$ cat src/rtl/npu_pkg.sv
// Shared types and helpers for the NPU conv-layer control blocks.
package npu_pkg;

  typedef enum logic [3:0] {
    S_IDLE, S_PRIME, S_CLR, S_CAL, S_MINUS, S_RES, S_SLIDE, S_DONE
  } conv_seq_state_e;

  // PE phase select: positive-image (CAL) vs negative-image (MINUS) pass
  localparam logic PH_CAL   = 1'b0;
  localparam logic PH_MINUS = 1'b1;

  typedef struct packed {
    logic rd_en;
    logic img_rot;
    logic w_shift;
    logic pe_clr;
    logic pe_ready;
    logic pe_neg;
    logic res_valid;
    logic busy;
    logic done;
  } conv_strb_t;

  function automatic int out_dim(input int in_d, input int k_d);
    return in_d - k_d + 1;
  endfunction

endpackage

$ cat src/rtl/pos_cnt2d.sv
// Row/column raster position counter; column is the inner (fast) index.
module pos_cnt2d #(
  parameter int H  = 14,
  parameter int W  = 13,
  parameter int RW = 5
) (
  input  logic          clk,
  input  logic          rst_ni,
  input  logic          clr,
  input  logic          inc,
  output logic [RW-1:0] row,
  output logic [RW-1:0] col,
  output logic [RW-1:0] row_nxt,
  output logic [RW-1:0] col_nxt,
  output logic          col_last,
  output logic          row_last,
  output logic          last
);

  assign col_last = (col == RW'(W-1));
  assign row_last = (row == RW'(H-1));
  assign last     = col_last & row_last;

  always_comb begin
    row_nxt = row;
    col_nxt = col;
    if (clr) begin
      row_nxt = '0;
      col_nxt = '0;
    end else if (inc) begin
      if (col_last) begin
        col_nxt = '0;
        row_nxt = row_last ? '0 : row + 1'b1;
      end else begin
        col_nxt = col + 1'b1;
      end
    end
  end

  always_ff @(posedge clk or negedge rst_ni) begin
    if (!rst_ni) begin
      row <= '0;
      col <= '0;
    end else begin
      row <= row_nxt;
      col <= col_nxt;
    end
  end

endmodule

$ cat src/rtl/conv_win_seq.sv
// Autonomous raster-scan window sequencer for the conv layer datapath.
module conv_win_seq
  import npu_pkg::*;
#(
  parameter int K_H  = 3,
  parameter int K_W  = 3,
  parameter int IN_H = 16,
  parameter int IN_W = 15,
  parameter int RW   = 5
) (
  input  logic          clk,
  input  logic          rst_ni,
  input  logic          start,
  input  logic          abort,
  output logic          rd_en,
  output logic [RW-1:0] rd_row,
  output logic [RW-1:0] rd_col,
  output logic          col_load,
  output logic          img_rot,
  output logic          w_shift,
  output logic          pe_clr,
  output logic          pe_ready,
  output logic          pe_neg,
  output logic          res_valid,
  input  logic          res_ready,
  output logic [RW-1:0] res_row,
  output logic [RW-1:0] res_col,
  output logic          busy,
  output logic          done
);

  localparam int OUT_H = out_dim(IN_H, K_H);
  localparam int OUT_W = out_dim(IN_W, K_W);
  localparam int KB    = $clog2(K_W + 1);

  conv_seq_state_e st_q, st_d;
  logic [KB-1:0]   k_q, k_d;
  logic            pos_clr, pos_inc;
  logic [RW-1:0]   r_q, c_q, r_d, c_d;
  logic            col_last, row_last, last;

  conv_strb_t    so_d, so_q;
  logic [RW-1:0] rd_row_d, rd_col_d, res_row_d, res_col_d;

  pos_cnt2d #(.H(OUT_H), .W(OUT_W), .RW(RW)) u_pos (
    .clk      (clk),
    .rst_ni   (rst_ni),
    .clr      (pos_clr),
    .inc      (pos_inc),
    .row      (r_q),
    .col      (c_q),
    .row_nxt  (r_d),
    .col_nxt  (c_d),
    .col_last (col_last),
    .row_last (row_last),
    .last     (last)
  );

  always_ff @(posedge clk or negedge rst_ni) begin
    if (!rst_ni) begin
      st_q <= S_IDLE;
      k_q  <= '0;
    end else begin
      st_q <= st_d;
      k_q  <= k_d;
    end
  end

  always_comb begin
    st_d    = st_q;
    k_d     = k_q;
    pos_clr = 1'b0;
    pos_inc = 1'b0;
    unique case (st_q)
      S_IDLE:  if (start) begin
                 st_d    = S_PRIME;
                 k_d     = '0;
                 pos_clr = 1'b1;
               end
      S_PRIME: if (k_q == KB'(K_W-1)) begin
                 k_d  = '0;
                 st_d = S_CLR;
               end else k_d = k_q + 1'b1;
      S_SLIDE: st_d = S_CLR;
      S_CLR:   st_d = S_CAL;
      S_CAL:   st_d = S_MINUS;
      S_MINUS: if (k_q == KB'(K_W-1)) begin
                 k_d  = '0;
                 st_d = S_RES;
               end else begin
                 k_d  = k_q + 1'b1;
                 st_d = S_CAL;
               end
      S_RES:   if (res_ready) begin
                 pos_inc = 1'b1;
                 st_d    = last ? S_DONE : (col_last ? S_PRIME : S_SLIDE);
               end
      S_DONE:  st_d = S_IDLE;
      default: st_d = S_IDLE;
    endcase
    // abort dominates everything, including a coincident start
    if (abort) begin
      st_d    = S_IDLE;
      k_d     = '0;
      pos_inc = 1'b0;
      pos_clr = 1'b1;
    end
  end

  // Outputs decoded from the next state so every strobe leaves a flop.
  always_comb begin
    so_d        = '0;
    so_d.pe_neg = PH_CAL;
    so_d.busy   = (st_d != S_IDLE) && (st_d != S_DONE);
    rd_row_d    = '0;
    rd_col_d    = '0;
    res_row_d   = '0;
    res_col_d   = '0;
    case (st_d)
      S_PRIME: begin
        so_d.rd_en = 1'b1;
        rd_row_d   = r_d;
        rd_col_d   = c_d + RW'(k_d);
      end
      S_SLIDE: begin
        so_d.rd_en = 1'b1;
        rd_row_d   = r_d;
        rd_col_d   = c_d + RW'(K_W-1);
      end
      S_CLR:   so_d.pe_clr = 1'b1;
      S_CAL: begin
        so_d.pe_ready = 1'b1;
        so_d.pe_neg   = PH_CAL;
        so_d.w_shift  = 1'b1;
      end
      S_MINUS: begin
        so_d.pe_ready = 1'b1;
        so_d.pe_neg   = PH_MINUS;
        so_d.img_rot  = 1'b1;
      end
      S_RES: begin
        so_d.res_valid = 1'b1;
        res_row_d      = r_d;
        res_col_d      = c_d;
      end
      S_DONE:  so_d.done = 1'b1;
      default: ;
    endcase
  end

  always_ff @(posedge clk or negedge rst_ni) begin
    if (!rst_ni) begin
      so_q     <= '0;
      col_load <= 1'b0;
      rd_row   <= '0;
      rd_col   <= '0;
      res_row  <= '0;
      res_col  <= '0;
    end else begin
      so_q     <= so_d;
      col_load <= so_q.rd_en & ~abort;
      rd_row   <= rd_row_d;
      rd_col   <= rd_col_d;
      res_row  <= res_row_d;
      res_col  <= res_col_d;
    end
  end

  assign rd_en     = so_q.rd_en;
  assign img_rot   = so_q.img_rot;
  assign w_shift   = so_q.w_shift;
  assign pe_clr    = so_q.pe_clr;
  assign pe_ready  = so_q.pe_ready;
  assign pe_neg    = so_q.pe_neg;
  assign res_valid = so_q.res_valid;
  assign busy      = so_q.busy;
  assign done      = so_q.done;

endmodule

$ cat config.mk
export PLATFORM = sky130hd
export DESIGN_NAME = conv_win_seq
export DESIGN_NICKNAME = d
export VERILOG_FILES = /design/src/rtl/npu_pkg.sv /design/src/rtl/pos_cnt2d.sv /design/src/rtl/conv_win_seq.sv
export SDC_FILE = /design/constraint.sdc
export NUM_CORES = 1
export LEC_CHECK = 0
export ABC_AREA = 1
export CORE_MARGIN = 5
export CORE_UTILIZATION = 45
export CTS_CLUSTER_DIAMETER = 60
export CTS_CLUSTER_SIZE = 10
export DETAILED_ROUTE_END_ITERATION = 7
export DONT_BUFFER_PORTS = 1
export GPL_TIMING_DRIVEN = 1
export PLACE_DENSITY = 0.64
export SYNTH_ARGS = -nofsm -noshare
export SYNTH_HDL_FRONTEND = slang
export SYNTH_SLANG_ARGS = --single-unit
$ cat constraint.sdc
create_clock -name clk -period 2.35 [get_ports clk]
set_input_delay 0.3525 -clock clk [delete_from_list [all_inputs] [get_ports clk]]
set_output_delay 0.3525 -clock clk [all_outputs]
set_load 0.1 [all_outputs]
After elaboration in Yosys (flattened, before gate mapping)
Index checks and enable logic that the tools add are counted.
{"block": "totals", "register_bits": 46, "input_bits": 5, "out_inout_bits": 30, "word_cells": 84}
{"block": "classes", "n_addsub": 5, "n_eq_ne": 17, "mux": 36, "bitwise": 3, "reduce_logical": 5}
{"cell": "$mux 5", "n": 10}
{"cell": "$eq 4x3->1 const B", "n": 7}
{"cell": "$pmux 4 s7", "n": 1}
{"cell": "$eq 4x2->1 const B", "n": 4}
{"cell": "$mux 4", "n": 4}
{"cell": "$mux 1", "n": 12}
{"cell": "$add 5x1->5 const B", "n": 2}
{"cell": "$eq 5x4->1 const B", "n": 2}
{"cell": "$pmux 5 s2", "n": 1}
{"cell": "$mux 3", "n": 3}
{"cell": "$eq 4x1->1 const B", "n": 2}
{"cell": "$pmux 2 s2", "n": 2}
{"cell": "$mux 2", "n": 3}
{"cell": "$add 5x2->5", "n": 1}
{"cell": "$add 5x2->5 const B", "n": 1}
{"cell": "$logic_not 4->1", "n": 1}
{"cell": "$ne 4x3->1 const B", "n": 1}
{"cell": "$reduce_bool 4->1", "n": 1}
{"cell": "$reduce_or 2->1", "n": 2}
{"cell": "$add 2x1->2 const B", "n": 1}
{"cell": "$and 1x1->1", "n": 2}
{"cell": "$eq 2x2->1 const B", "n": 1}
{"cell": "$logic_and 1x1->1", "n": 1}
{"cell": "$not 1->1", "n": 1}

Longest topological paths before layout
{"block": "logic_depth", "word_depth": 9, "ltp_mapped": 16, "mapped_depth_nobuf": 16}

Hierarchy
From an unflattened synthesis, not the netlist that was laid out.
{"block": "unflattened", "cells_unflattened": 249, "hier_area_um2": 2255.9}
{"mod": "conv_win_seq", "n_inst": 1, "cells_each": 170, "area_per_inst_um2": 1626.6, "seq_area_each_um2": 875.8}
{"mod": "pos_cnt2d", "n_inst": 1, "cells_each": 79, "area_per_inst_um2": 629.4, "seq_area_each_um2": 250.2}

Worst setup path before layout
OpenSTA, ideal clock, no wires.
{"block": "synth_path", "path_kind": "reg-to-reg", "start": "register u_pos.col[0]", "end": "register rd_col[4]", "setup_time_ps": 66, "arrival_ps": 2144, "setup_slack_ps": 141, "stages_incl_launch_ff": 17, "synth_period_minus_slack_ps": 2209, "path_cell_list": "dfrtp_1 inv_1 ha_1 inv_1 nor2_1 nand2_1 nor2_4 nor2_2 inv_1 nor3_2 ha_1 fa_1 nand4_1 nor2_1 nand2_1 nand3_1 nand2_1"}
{"block": "synth_between", "word_cells_on_any_way": 16, "classes_between": "add/sub (3); eq/ne (3); mux (9); bitwise (1)"}
{"item": "start: declaration", "line": "pos_cnt2d.sv:12", "rtl": "output logic [RW-1:0] col,"}
{"item": "start signal: assignment", "line": "pos_cnt2d.sv:46", "rtl": "col <= col_nxt;"}
{"item": "$add 5x1->5 / $eq 5x4->1 (equally long branches)", "line": "pos_cnt2d.sv:35, pos_cnt2d.sv:20"}
{"item": "$mux 5", "line": "pos_cnt2d.sv:31", "rtl": "if (col_last) begin"}
{"item": "$mux 5 *", "line": "pos_cnt2d.sv:30", "rtl": "end else if (inc) begin"}
{"item": "$mux 5 *", "line": "pos_cnt2d.sv:27", "rtl": "if (clr) begin"}
{"item": "named net c_d[0]", "line": "conv_win_seq.sv:39", "rtl": "logic [RW-1:0] r_q, c_q, r_d, c_d;"}
{"item": "$add 5x2->5 (on tied branches)", "line": "conv_win_seq.sv:128, conv_win_seq.sv:123"}
{"item": "$pmux 5 s2 *", "line": "conv_win_seq.sv:119", "rtl": "case (st_d)"}
{"item": "named net rd_col_d[4]", "line": "conv_win_seq.sv:43", "rtl": "logic [RW-1:0] rd_row_d, rd_col_d, res_row_d, res_col_d;"}
{"item": "end signal: assignment", "line": "conv_win_seq.sv:163", "rtl": "rd_col <= rd_col_d;"}
{"item": "end: declaration", "line": "conv_win_seq.sv:17", "rtl": "output logic [RW-1:0] rd_col,"}
The timed path passes the listed nets; every way through them passes the cells marked *.

Final worst setup path
{"block": "layout_path", "start": "register u_pos.col[1]", "end": "register rd_col[4]"}
{"block": "layout_between", "word_cells_on_any_way": 16, "classes_between": "add/sub (3); eq/ne (3); mux (9); bitwise (1)"}
{"item": "$eq 5x4->1 *", "line": "pos_cnt2d.sv:20", "rtl": "assign col_last = (col == RW'(W-1));"}
{"item": "$mux 5 *", "line": "pos_cnt2d.sv:31"}
{"item": "$mux 5 *", "line": "pos_cnt2d.sv:30"}
{"item": "$mux 5 *", "line": "pos_cnt2d.sv:27"}
{"item": "named net c_d[0]", "line": "conv_win_seq.sv:39"}
{"item": "$add 5x2->5 (on tied branches)", "line": "conv_win_seq.sv:128, conv_win_seq.sv:123"}
{"item": "$pmux 5 s2 *", "line": "conv_win_seq.sv:119"}
{"item": "named net rd_col_d[4]", "line": "conv_win_seq.sv:43"}
Marks and branches as above.

==> impl_metrics.csv <==
group,metric,value,unit
outcome,status,"finished, final reports clean",
min_path,hp-class,"input port to flip-flop",
route,wl_met2,2.19,mm
clock_tree,clock_latency,0.29,ns
sta,hold_violations,0,
synthesis,synthesis.area,2350,um2
clock_tree,cts.clk_slew.worst_paths,0.08,ns
clock_tree,clockBufferDepth,2,
synthesis,yosysWarningCount,0,
global_routing,first_global_vias,1806,
worst_setup_path,start_kind,"flip-flop",
worst_setup_path,crit_arrival,2.47,ns
floorplanning,start_util,46.3,%
route,met3_length,285,um
route,drtIter0Drc,187,
synthesis,synth_top_area_share,47.9,%
global_routing,grt.overflow.total,0,
sta,fmax,447,MHz
sta,setup_violations,0,
cells_and_area,syn2layout_area_growth,17.7,%
route,dr.pass1.iters,4,
cells_and_area,mostFrequentLayoutCell,"nand2_1",
synthesis,syn_nets,294,
pwr,ir_drop,232,uV
route,viasPerCell,4.79,
worst_setup_path,crit_fanout,3,
synthesis,yosysUniqueCellTypes,29,
sta,drv_slew,0,
place,hpwl,3.63,mm
synthesis,syn_inst,281,
floorplanning,io_pins,35,
global_routing,track_usage,16.4,%
floorplanning,core.rowCount,26,
global_routing,antenna_found_initial,0,
cells_and_area,nNetsFinal,327,
sta,rsz0062_at_grt,"yes",
cells_and_area,drive_gt1_share,25.4,%
global_routing,grt_max_degree,46,
cells_and_area,final_cell_mix,"51 x nand2_1, 44 x inv_1, 42 x dfrtp_1",
place,gp_congestion,0.818,
route,drc,0,
route,drtAntennaViolNets,0,
route,vias,1844,
clock_tree,cts_root_buf,"clkbuf_8",
route,wl_per_cell,12.8,um
place,port_buffers,0,
sta,fin_skew,0.00557,ns
synthesis,syn_area_per_cell,8.36,um2
worst_setup_path,end_kind,"flip-flop",
sta,hold-worst-slack,0.120,ns
floorplanning,coreArea,5070,um2
global_routing,grt_pass1_wl,8.40,mm
worst_setup_path,critPathRequiredTime,2.58,ns
pwr,leakage,1.46,nW
synthesis,synth_seq_cells,45,
job,drv_cap,0,
pwr,p_per_area,482,nW/um2
synthesis,yosysTopAreaCell,"dfrtp_1",
floorplanning,die_h,82.3,um
place,placed_cells,373,
clock_tree,tritoncts,"built",
route,wl_met1,2.35,mm
floorplanning,die_area,6770,um2
synthesis,yosys-top-cells-area,"dfrtp_1 48%, nand2_1 8.3%, inv_1 7.3%, nand3_1 5.5%, nor2_1 5.4%",
sta,fin_crit_sh,95.2,%
sta,slew-limit-headroom,40.5,%
synthesis,seq_area_frac_synth,47.9,%
cells_and_area,final_cells,385,
route,highest_layer,"met4",
route,wirelength,4.91,mm
floorplanning,die_w,82.3,um
cells_and_area,finish.utilization,54.5,%
sta,tightestPinTransition,0.892,ns
cells_and_area,antenna_cells,0,
clock_tree,htreeDepth,2,
clock_tree,cts_buffers,5,
clock_tree,clock_sinks,45,
worst_setup_path,worstSetupPathType,"flip-flop to flip-flop",
sta,fin_crit,2.24,ns
flip-flops by register name, summed over array words and instances, names as in the netlist:
name	flops
rd_col	5
u_pos.col	5
done	1
res_valid	1
st_q	4
rd_row	5
u_pos.row	5
pe_ready	1
k_q	2
col_load	1
res_col	5
w_shift	1
img_rot	1
pe_clr	1
rd_en	1
res_row	5
busy	1
repair_timing:
| item | 4_1_cts | 5_1_grt |
|---|---|---|
| resized for setup | 0 | 12 |
| hold buffers | 2 | 0 |
| setup buffers | 0 | 2 |
| hold endpoints to repair | 45 | 0 |
| endpoints found under the setup margin | 0 | 4 |
cells by family after synthesis:
group / after synthesis / synth area share (%)
AOI/OAI and AO/OA: 26 / 6.44
and+or+nand+nor: 148 / 31.9
DFF: 45 / 47.9
buffers and inverters: 52 / 8.63
adders and majority gates: 8 / 4.58
xor gates and xnor gates: 1 / 0.373
other: 1 / 0.160
area by class of cell:
class | count | area (um2)
multi-input combinational | 184 | 1050
timing repair buffer | 27 | 225
tap | 70 | 87.6
clock buffer | 8 | 80.1
fill | 491 | 2310
inverter | 51 | 195
sequential | 45 | 1130
per-stage QoR:
step / instance area, um2 / TNS, ns / total power (W) / worst slack, ns
floorplan: 2350 / 0 / 0.000858 / 0.141
global placement: 2600 / 0 / 0.000872 / 0.128
detailed placement: 2600 / 0 / 0.000873 / 0.0293
CTS: 2720 / 0 / 0.00135 / 0.0246
global route: 2770 / -0.00315 / 0.00139 / -0.00315
finish: 2770 / 0 / 0.00133 / 0.113
worst max-delay path, cell delays in order, from the launching register on:
cell     delay, ns
dfrtp_1       0.41
inv_1         0.09
ha_2          0.17
inv_1         0.05
nor2_2        0.10
nand2_2       0.09
nor2_4        0.12
nor2_4        0.06
inv_2         0.06
nor3_4        0.04
ha_2          0.19
fa_2          0.42
nand4_1       0.11
nor2_1        0.05
nand2_1       0.06
nand3_1       0.07
nand2_1       0.09
path summary, 6_finish.rpt:
path,cells after the start,start,endpoint,slack (ns)
min in group asynchronous,2,rst_ni,st_q[1]$_DFF_PN0_,0.57
hold / removal,1,abort,col_load$_DFF_PN0_,0.12
setup reg to reg,16,u_pos.col[1]$_DFF_PN0_,rd_col[4]$_DFF_PN0_,0.11
hold reg to reg,1,k_q[0]$_DFF_PN0_,k_q[0]$_DFF_PN0_,0.57
max in group asynchronous,2,rst_ni,st_q[0]$_DFF_PN0_,1.58
setup / recovery,16,u_pos.col[1]$_DFF_PN0_,rd_col[4]$_DFF_PN0_,0.11
per-layer routing:
metal | global-route usage (%) | vias up
li1 | - | 932
met1 | 23.1 | 855
met4 | 5.65 | 0
met3 | 3.58 | 10
met5 | 0 | -
met2 | 24.8 | 47
where the power goes:
part	internal, W	switching, W
logic	0.0000238	0.0000557
registers	0.000779	0.0000240
clock network	0.000211	0.000239
total	0.00101	0.000318
cell usage after synthesis (all sizes together):
| library cell | instances |
|---|---|
| a211oi | 1 |
| a21oi | 10 |
| buf | 1 |
| clkinv | 1 |
| conb | 1 |
| dfrtp | 45 |
| fa | 1 |
| ha | 7 |
| inv | 50 |
| nand2 | 62 |
| nand3 | 31 |
| nand3b | 3 |
| nand4 | 3 |
| nor2 | 47 |
| nor3 | 1 |
| o211ai | 3 |
| o21ai | 12 |
| or2 | 1 |
| xor2 | 1 |
Power figures use the tool's default switching activity.
